## config.mk

```make
export PLATFORM = sky130hd
export DESIGN_NAME = uart_byte_receiver
export DESIGN_NICKNAME = d
export VERILOG_FILES = /design/src/rtl/uart_byte_receiver.sv
export SDC_FILE = /design/constraint.sdc
export NUM_CORES = 1
export LEC_CHECK = 0
export BUFFER_PORTS_ARGS = -buffer_cell sky130_fd_sc_hd__clkbuf_2
export CAP_MARGIN = 20
export CORE_UTILIZATION = 38
export DETAILED_ROUTE_END_ITERATION = 12
export PLACE_DENSITY = 0.57
export SLEW_MARGIN = 20
export SYNTH_ARGS = -nofsm -noshare
export SYNTH_HDL_FRONTEND = slang
export SYNTH_SLANG_ARGS = --single-unit
```

## constraint.sdc

```tcl
create_clock -name i_Clock -period 2.1 [get_ports i_Clock]
set_input_delay 0.315 -clock i_Clock [delete_from_list [all_inputs] [get_ports i_Clock]]
set_output_delay 0.315 -clock i_Clock [all_outputs]
set_load 0.02 [all_outputs]
```

## src/rtl/uart_byte_receiver.sv

```systemverilog
// 8N1 UART receiver: synchronizes the RX pin, samples each bit at its mid-point
// and presents good bytes with a one-cycle strobe; bad stop bits raise a one-cycle error.
module uart_byte_receiver #(
    parameter int CLKS_PER_BIT = 217,
    parameter int SYNC_STAGES  = 2
) (
    input  logic       i_Clock,
    input  logic       i_Reset,
    input  logic       i_Rx_Serial,
    output logic       o_Rx_DV,
    output logic [7:0] o_Rx_Byte,
    output logic       o_Frame_Error,
    output logic       o_Busy
);

    localparam int CNT_W = $clog2(CLKS_PER_BIT);
    localparam logic [CNT_W-1:0] HALF = CNT_W'((CLKS_PER_BIT - 1) / 2);
    localparam logic [CNT_W-1:0] LAST = CNT_W'(CLKS_PER_BIT - 1);

    typedef enum logic [2:0] {
        IDLE,
        START,
        DATA,
        STOP,
        BREAK,
        CLEANUP
    } state_t;

    state_t                 state;
    logic [CNT_W-1:0]       clk_cnt;
    logic [2:0]             bit_idx;
    logic [7:0]             shift;
    logic [SYNC_STAGES-1:0] sync_q;
    logic                   rx_s;

    // Synchronizer presets to the idle level so reset never looks like a start bit.
    always_ff @(posedge i_Clock) begin
        if (i_Reset) begin
            sync_q <= '1;
        end else begin
            sync_q <= {sync_q[SYNC_STAGES-2:0], i_Rx_Serial};
        end
    end

    assign rx_s = sync_q[SYNC_STAGES-1];

    always_ff @(posedge i_Clock) begin
        if (i_Reset) begin
            state         <= IDLE;
            clk_cnt       <= '0;
            bit_idx       <= '0;
            shift         <= '0;
            o_Rx_DV       <= 1'b0;
            o_Rx_Byte     <= 8'h00;
            o_Frame_Error <= 1'b0;
            o_Busy        <= 1'b0;
        end else begin
            o_Rx_DV       <= 1'b0;
            o_Frame_Error <= 1'b0;

            case (state)
                IDLE: begin
                    clk_cnt <= '0;
                    bit_idx <= '0;
                    o_Busy  <= 1'b0;
                    if (!rx_s) begin
                        state  <= START;
                        o_Busy <= 1'b1;
                    end
                end

                // A low that has vanished by mid-bit is treated as noise.
                START: begin
                    if (clk_cnt == HALF) begin
                        clk_cnt <= '0;
                        if (!rx_s) begin
                            state   <= DATA;
                            bit_idx <= '0;
                        end else begin
                            state  <= IDLE;
                            o_Busy <= 1'b0;
                        end
                    end else begin
                        clk_cnt <= clk_cnt + 1'b1;
                    end
                end

                DATA: begin
                    if (clk_cnt == LAST) begin
                        clk_cnt        <= '0;
                        shift[bit_idx] <= rx_s;
                        if (bit_idx == 3'd7) begin
                            state <= STOP;
                        end else begin
                            bit_idx <= bit_idx + 3'd1;
                        end
                    end else begin
                        clk_cnt <= clk_cnt + 1'b1;
                    end
                end

                STOP: begin
                    if (clk_cnt == LAST) begin
                        clk_cnt <= '0;
                        if (rx_s) begin
                            o_Rx_Byte <= shift;
                            o_Rx_DV   <= 1'b1;
                            state     <= CLEANUP;
                        end else begin
                            o_Frame_Error <= 1'b1;
                            state         <= BREAK;
                        end
                    end else begin
                        clk_cnt <= clk_cnt + 1'b1;
                    end
                end

                // Held-low line: one error pulse, then wait for idle before re-arming.
                BREAK: begin
                    clk_cnt <= '0;
                    if (rx_s) begin
                        state <= CLEANUP;
                    end
                end

                CLEANUP: begin
                    clk_cnt <= '0;
                    state   <= IDLE;
                    o_Busy  <= 1'b0;
                end

                default: begin
                    clk_cnt <= '0;
                    state   <= IDLE;
                    o_Busy  <= 1'b0;
                end
            endcase
        end
    end

endmodule

```

# Word level (Yosys, flattened, before mapping)

Cells that the tools add are included.

Register bits after elaboration: 35
Input port bits: 3
Output and inout bits: 11
Word-level logic and storage cells: 68

Add/sub/neg operators: 2
Magnitude comparators: 2
Equal/unequal tests: 16
Multiplexer cells: 25
Bitwise gates (word level): 3
Reduce and logical (&&, ||, !) cells: 11

Operators with widths:

| cell                                                                                | number |
|---|---|
| 3-bit two-way mux                                                                   | 10 |
| 2-bit != test, second input constant                                                | 9 |
| 8-bit two-way mux                                                                   | 2 |
| 8-bit one-hot mux with 2 select lines                                               | 1 |
| 3-bit one-hot mux with 5 select lines                                               | 1 |
| 3-bit one-hot mux with 3 select lines                                               | 1 |
| 8-bit by 1-bit adder with 8-bit output, second input constant                       | 1 |
| 8-bit bitwise mux                                                                   | 1 |
| 8-bit by 7-bit == test with 1-bit output, second input constant                     | 1 |
| 8-bit == test, second input constant                                                | 1 |
| 3-bit by 2-bit == test with 1-bit output, second input constant                     | 2 |
| 3-bit == test, second input constant                                                | 2 |
| 1-bit two-way mux                                                                   | 6 |
| 3-bit AND reduction                                                                 | 2 |
| 6-bit AND reduction                                                                 | 1 |
| 3-bit OR reduction                                                                  | 2 |
| 5-bit AND reduction                                                                 | 1 |
| 3-bit by 4-bit less-than comparator with 1-bit output, second input constant        | 1 |
| 3-bit by 1-bit adder with 3-bit output, second input constant                       | 1 |
| 1-bit demux with 3-bit select                                                       | 1 |
| 3-bit by 1-bit == test with 1-bit output, second input constant                     | 1 |
| 3-bit by 1-bit greater-or-equal comparator with 1-bit output, second input constant | 1 |
| 3-bit logical NOT                                                                   | 1 |
| 1-bit NOT                                                                           | 3 |
| 6 further kinds                                                                     | 6 |

# Logic depth before layout (Yosys ltp)

Gate-level depths: netlist of run 1.

Word-level depth: 5
Gate-level depth with buffers: 6

# Least setup slack after synthesis of run 1

No wires, ideal clock.

Kind: reg2reg
From: register bit_idx[0]
To: register bit_idx[0]
Setup time: 121 ps
Data arrival time: 1626 ps
Required time: 1979 ps
Setup slack: 353 ps
Stages on the path, launching flop included: 7
Path through: dfxtp_1 -> ha_1 -> ha_1 -> nand4bb_1 -> o221ai_1 -> and3_4 -> mux2_4

Longest elaborated chain between the ends: 4

RTL lines:

| element                                | RTL line | text |
|---|---|---|
| start: declaration                     | 31       | `logic [2:0] bit_idx;` |
| start signal: assignment               | 95       | `bit_idx <= bit_idx + 3'd1;` |
| 3-bit by 1-bit adder with 3-bit output | 95       |  |
| 3-bit two-way mux                      | 92       | `if (bit_idx == 3'd7) begin` |
| 3-bit two-way mux                      | 89       | `if (clk_cnt == LAST) begin` |
| 3-bit one-hot mux with 3 select lines  | 61       | `case (state)` |

Parallel ways exist; a longest one is shown, timed or not. The select of a mux whose other input is x is not followed.
A chain may end at the register's enable or synchronous reset.

# Worst setup path after layout of run 1

Ends and elaborated chain as after synthesis.

==> summary.md, run 1 <==
| Metric | Value |
|---|---|
| Status | `complete, no violations` |
| Synth area leader | `dfxtp_1` |
| I/O Buffers | `13` |
| Clock transition at the registers of the reported paths | `0.07 ns` |
| Vias in the first global route | `1,172` |
| Simple-Gate Fraction of Synth Area | `26.0%` |
| Core Rows | `23` |
| Synth Area in Adders | `2.98%` |
| N_diodes | `0` |
| Part of the Yosys area used for sequential elements | `41.7%` |
| Dpl ws | `0.239 ns` |
| Worst setup SP type | `flop` |
| Clock latency reported for the late side of the worst-skew pair | `0.28 ns` |
| Detailed Place HPWL | `2280 µm` |
| Clk buf depth | `2` |
| DR vias/cell | `5.10` |
| Net Count, Synth | `178` |
| Setup TNS Final | `0 ns` |
| Worst-Margin Slew | `0.441 ns` |
| Async S/R FF share, synth | `0%` |
| Die Y | `68.5 µm` |
| Post-DR wirelength/cell | `13.6 µm` |
| Leak | `0.779 nW` |
| Routed Antenna Nets | `0` |
| CP top delay family | `simple AND/OR/NAND/NOR gates` |
| Tot Pwr | `1.41 mW` |
| H-tree levels | `2` |
| Slew headroom | `70.5%` |
| Crit path time final | `1.87 ns` |
| Post-synth top area share | `41.7%` |
| Global route overflow | `0` |
| Pin count of the biggest net entering global routing | `13` |
| Post-CTS Setup Repair Bufs | `0` |
| Maximum Capacitance Violations | `0` |
| DRT iter0 DRCs | `99` |
| EDFF count, synth | `0` |
| Setup CP Type | `flop to flop` |
| Peak VDD IR | `0.288 mV` |
| Vias | `1,214` |
| Worst setup slack after layout | `0.226 ns` |
| Remaining routing DRC violations | `0` |
| CP max-delay cell | `dfxtp_1` |
| Synthesis Warnings | `0` |
| Root buf cell | `clkbuf_8` |
| Initial cell density of the core | `40.8%` |
| Max Fclk | `534 MHz` |
| DIE AREA | `4690 µm²` |
| Final wirelength | `3230 µm` |
| Syn Std Cell Area | `1680 µm²` |
| Final slew viol count | `0` |
| Finish-stage setup viols | `0` |
| Register bit total from synthesis | `35` |
| Clk_skew | `0.00613 ns` |
| Die W | `68.5 µm` |
| Area grow syn2layout | `9.75%` |
| Mux share of post-synthesis cell area | `11.0%` |
| XOR/XNOR share of the synthesized area | `3.13%` |
| Unrepaired setup endpoints after global routing | `no` |
| Final nets | `194` |
| Aggregate global-route resource usage | `16.2%` |
| Syn Inst Count | `171` |
| CP dominant cell by count | `ha_1` |
| Worst EP required | `2.28 ns` |
| Power per cell area | `763 nW/µm²` |
| Initial antenna violation count | `0` |
| GPL Wtd Cong | `0.843` |
| Largest family of logic cells by synthesized area | `simple AND/OR/NAND/NOR gates` |
| CTS Buf Count | `5` |
| Arrival @ worst endpoint | `2.05 ns` |
| Post-Route Utilization | `44.8%` |
| Average cell area after synthesis | `9.83 µm²` |
| First-pass GRT wire length | `5550 µm` |
| Distinct cells, synth | `44` |
| Clk sinks | `35` |
| Hold-fix buffers, CTS | `0` |
| Final hold viol count | `0` |
| Hold Path Class | `input port to flop` |
| Drt pass-1 iters | `4` |
| CP bufs+invs | `0` |
| Largest cells by area after synthesis | `dfxtp_1, mux2i_1, nor2_1` |
| Ys flop type | `dfxtp_1` |
| Synth Area in Compound Gates | `8.71%` |
| Critical Path, Cell by Cell | `ha_1 > ha_1 > nand4bb_1 > o221ai_1 > and3_4 > mux2_4` |
| WHS | `0.221 ns` |
| Critical path capture point type | `flop` |
| Final period util | `89.2%` |
| Crit-path max FO | `8` |
| Post-CTS sizing | `0` |
| Layout cell share with drive strength beyond 1 | `20.7%` |
| Core region area | `4120 µm²` |
| I/O Pins | `14` |
| CTS tree | `built` |
| Max stage delay on crit path | `0.38 ns` |
## stage by stage
step | cell area [µm²] | instances
2_1_floorplan | 1680 | 171
3_3_place_gp | 1760 | 230
3_5_place_dp | 1760 | 230
4_1_cts | 1840 | 238
5_1_grt | 1840 | 238
6_report | 1840 | 238
## cell families (layout without fill, tap and decap cells)
| group | Yosys count | after routing |
|---|---|---|
| AOI/OAI and AO/OA | 17 | 17 |
| xor gates and xnor gates | 6 | 6 |
| adders and majority gates | 4 | 4 |
| buffers and inverters | 16 | 33 |
| DFF | 35 | 35 |
| muxes | 18 | 18 |
| and+or+nand+nor | 75 | 75 |
## where the power goes
| part | switching (mW) | leakage, nW | internal [mW] | total [mW] |
|---|---|---|---|---|
| clock | 0.236 | 0.0412 | 0.232 | 0.467 |
| combinational | 0.134 | 0.456 | 0.101 | 0.235 |
| sequential | 0.0227 | 0.283 | 0.683 | 0.705 |
| total | 0.393 | 0.779 | 1.02 | 1.41 |
## layer usage
layer	vias up	global-route usage [%]	part of all wire, %
met4	0	9.64	1.9
met5	-	0	0
li1	628	-	-
met1	566	20.8	50
met3	6	4.11	2.1
met2	14	24.1	46
## synth_stat cells, drive strengths merged (2+ instances only)
| master | n |
|---|---|
| or3b | 3 |
| nand2 | 18 |
| ha | 4 |
| nor3 | 2 |
| nor2b | 5 |
| dfxtp | 35 |
| nand4b | 2 |
| a21oi | 2 |
| buf | 2 |
| o21ai | 3 |
| xnor2 | 2 |
| and3 | 4 |
| or2 | 2 |
| nor4 | 4 |
| inv | 8 |
| o211ai | 3 |
| xor2 | 4 |
| nand3 | 7 |
| nor2 | 20 |
| nand4 | 3 |
| a31oi | 2 |
| clkbuf | 6 |
| o31ai | 2 |
| mux2i | 17 |
## registers in the layout, summed over array words and instances, names as in the netlist
name and flops:
state 3, o_Rx_DV 1, o_Busy 1, shift 8, sync_q 2, o_Frame_Error 1, bit_idx 3, clk_cnt 8
o_Rx_Byte 8
## worst paths after layout
check / start / end / slack, ns / cells past startpoint
max reg2reg: bit_idx[0] / bit_idx[0] / 0.23 / 6
max: bit_idx[0] / bit_idx[0] / 0.23 / 6
min reg2reg: sync_q[0] / sync_q[1] / 0.41 / 1
min: i_Rx_Serial / sync_q[0] / 0.22 / 2
## cells in the final DEF, fill, tap and decap left out, types with 2 or more instances in the layout
cell	synthesis	final
xor2_1	4	4
nor4_2	2	2
clkbuf_8	4	5
or2_2	2	2
xnor2_1	2	2
o31ai_1	2	2
nand3_1	7	7
mux2i_1	17	17
clkbuf_2	0	13
a21oi_1	2	2
o211ai_1	2	2
ha_1	4	4
a31oi_1	2	2
nand4_1	3	3
and3_1	3	3
nand2_1	18	18
o21ai_0	3	3
inv_1	8	8
nor4_1	2	2
nor2_1	20	20
nor2b_1	5	5
buf_4	0	4
dfxtp_1	35	35
## cell type report
cell class / count / area, µm²
flip-flops and latches: 35 / 701
fillers: 412 / 2270
repair buffers: 17 / 95.1
inverters: 8 / 30.0
clock buffers: 6 / 72.6
clock inverters: 2 / 12.5
multi-input cells: 120 / 871
well taps: 50 / 62.6
Note: power is estimated with default switching activity, not from simulation.
==> run 2, diff against run 1 <==
Settings changed: ABC_CLOCK_PERIOD_IN_PS set to 2100, CORE_MARGIN set to 4.
==> run 2 against run 1 <==
Net effect:
- highest routed layer unchanged
- largest cell class unchanged
- clock power rose by 32%
- count of clock-buffer cells in the layout did not move
- sequential power barely moved
- design area rose by 1.8%
- sequential cell count did not move
- cell count did not move
- non-clock buffer count did not move
- hold slack got worse by 0.00060 ns
- global-route usage fell by 2.7 points
==> summary.md, run 2 (synthesis results as in run 1) <==
| Metric | Value |
|---|---|
| Hold-fix buffers, CTS | `0 (unchanged)` |
| Setup CP Type | `flop to flop` |
| Final nets | `194 (unchanged)` |
| Final slew viol count | `0 (unchanged)` |
| Reg2reg setup slack | `0.18 ns (-0.05 ns)` |
| CTS tree | `built` |
| Pin count of the biggest net entering global routing | `13 (unchanged)` |
| Max Fclk | `520 MHz (-2.5%)` |
| Worst EP required | `2.27 ns (about the same)` |
| Core Rows | `23 (unchanged)` |
| Global route overflow | `0 (unchanged)` |
| Aggregate global-route resource usage | `13.4% (-2.7 points)` |
| Clock share of power | `39.6% (+6.4 points)` |
| Area grow syn2layout | `11.7%` |
| Worst-Margin Slew | `0.475 ns (+0.0333 ns)` |
| P_sw | `0.388 mW (-1.1%)` |
| Routed Antenna Nets | `0 (unchanged)` |
| Die W | `74.5 µm (+8.8%)` |
| Switching Share | `25.0% (-2.9 points)` |
| Root buf cell | `clkbuf_8` |
| Vias in the first global route | `1,218 (+3.9%)` |
| Clock transition at the registers of the reported paths | `0.06 ns (about the same)` |
| I/O Pins | `14 (unchanged)` |
| DR vias/cell | `5.17 (+1.4%)` |
| Initial cell density of the core | `40.5% (-0.28 points)` |
| Initial antenna violation count | `0 (unchanged)` |
| Layout cell share with drive strength beyond 1 | `21.3% (+0.53 points)` |
| Detailed Place HPWL | `2270 µm (-0.38%)` |
| Clk sinks | `35 (unchanged)` |
| Core region area | `4140 µm² (+0.70%)` |
| Final period util | `91.6% (+2.3 points)` |
| Crit-path max FO | `8 (unchanged)` |
| CTS Buf Count | `5 (unchanged)` |
| Die Y | `74.5 µm (+8.8%)` |
| Clk buf depth | `2 (unchanged)` |
| First-pass GRT wire length | `5690 µm (+2.6%)` |
| I/O Buffers | `13 (unchanged)` |
| Unrepaired setup endpoints after global routing | `no` |
| Most frequent cells in the layout | `dfxtp_1, nor2_1, nand2_1, mux2i_1, clkbuf_2` |
| Crit path from | `bit_idx[0]` |
| Slew headroom | `68.1% (-2.4 points)` |
| Maximum Capacitance Violations | `0 (unchanged)` |
| Arrival @ worst endpoint | `2.09 ns (+0.04 ns)` |
| Post-CTS Setup Repair Bufs | `0 (unchanged)` |
| DRT iter0 DRCs | `126 (+27%)` |
| Worst setup SP type | `flop` |
| Int Power | `1.17 mW (+15%)` |
| Drt pass-1 iters | `4 (unchanged)` |
| Setup TNS Final | `0 ns (unchanged)` |
| Comb pwr share | `15.0% (-1.7 points)` |
| Finish-stage setup viols | `0 (unchanged)` |
| N_diodes | `0 (unchanged)` |
| Largest regs | `clk_cnt x8, o_Rx_Byte x8, shift x8` |
| Leak | `0.799 nW (+2.6%)` |
| Crit path time final | `1.92 ns (+0.0487 ns)` |
| Final wirelength | `3230 µm (about the same)` |
| Vias | `1,231 (+1.4%)` |
| Hold Path Class | `input port to flop` |
| Critical path capture point type | `flop` |
| Post-Route Utilization | `45.3% (+0.47 points)` |
| Power per cell area | `829 nW/µm² (+8.6%)` |
| Post-DR wirelength/cell | `13.6 µm (about the same)` |
| Post-CTS sizing | `0 (unchanged)` |
| Clk_skew | `0.00726 ns (+0.00112 ns)` |
| Hold_sp | `i_Rx_Serial` |
| Peak VDD IR | `0.304 mV (+5.8%)` |
| Sequential share of power | `45.4% (-4.7 points)` |
| Remaining routing DRC violations | `0 (unchanged)` |
| DIE AREA | `5550 µm² (+18%)` |
| Final hold viol count | `0 (unchanged)` |
| H-tree levels | `2 (unchanged)` |
| Clock latency reported for the late side of the worst-skew pair | `0.28 ns (about the same)` |
| GPL Wtd Cong | `0.792 (-6.0%)` |
| Status | `complete, no violations` |
| Commonest non-fill, non-tap cell in the layout | `dfxtp_1` |
| Beginning of the worst register-to-register path | `bit_idx[0]` |
-- run 2: power groups by stage --
stage / Combinational, mW / Sequential, mW / Clock (mW)
2_1_floorplan: 0.212 / 0.712 / 0
3_3_place_gp: 0.227 / 0.720 / 0
3_5_place_dp: 0.232 / 0.720 / 0
4_1_cts: 0.234 / 0.705 / 0.628
5_1_grt: 0.262 / 0.709 / 0.664
6_report: 0.234 / 0.706 / 0.616
-- run 2: worst paths after layout --
path	to	depth (start not counted)
worst max register to register	bit_idx[0]	6
worst min-delay path	sync_q[0]	2
worst max-delay path	bit_idx[0]	6
worst min register to register	sync_q[1]	1
-- run 2: area by class of cell --
type | count | area (µm²)
Clock buffer | 6 | 82.6
Clock inverter | 2 | 35.0
Fill cell | 403 | 2270
Inverter | 8 | 30.0
Multi-Input combinational cell | 120 | 871
Sequential cell | 35 | 701
Tap cell | 50 | 62.6
Timing Repair Buffer | 17 | 95.1
-- run 2: stage by stage --
stage	std cells	worst slack [ns]	hold WS [ns]	total power [mW]	area, µm²
after floorplan	171	0.353	0.389	0.924	1680
after global placement	230	0.295	0.401	0.946	1760
after CTS	238	0.162	0.212	1.57	1880
after global routing	238	0.0885	0.216	1.63	1880
final	238	0.177	0.220	1.56	1880
after detailed placement	230	0.203	0.397	0.952	1760
-- run 2: per-layer routing --
| metal | track usage (%) | wire length, µm | vias up |
|---|---|---|---|
| met1 | 17.6 | 1570 | 576 |
| met4 | 5.73 | 38 | 0 |
| met2 | 20.4 | 1490 | 23 |
| met5 | 0 | 0 | - |
| met3 | 4.32 | 130 | 5 |
| li1 | - | - | 627 |
-- run 2: worst max-delay path, stage by stage (launching register included) --
cell	delay [ns]
dfxtp_1	0.38
ha_1	0.23
ha_1	0.22
nand4bb_1	0.22
o221ai_1	0.22
and3_4	0.26
mux2_4	0.30
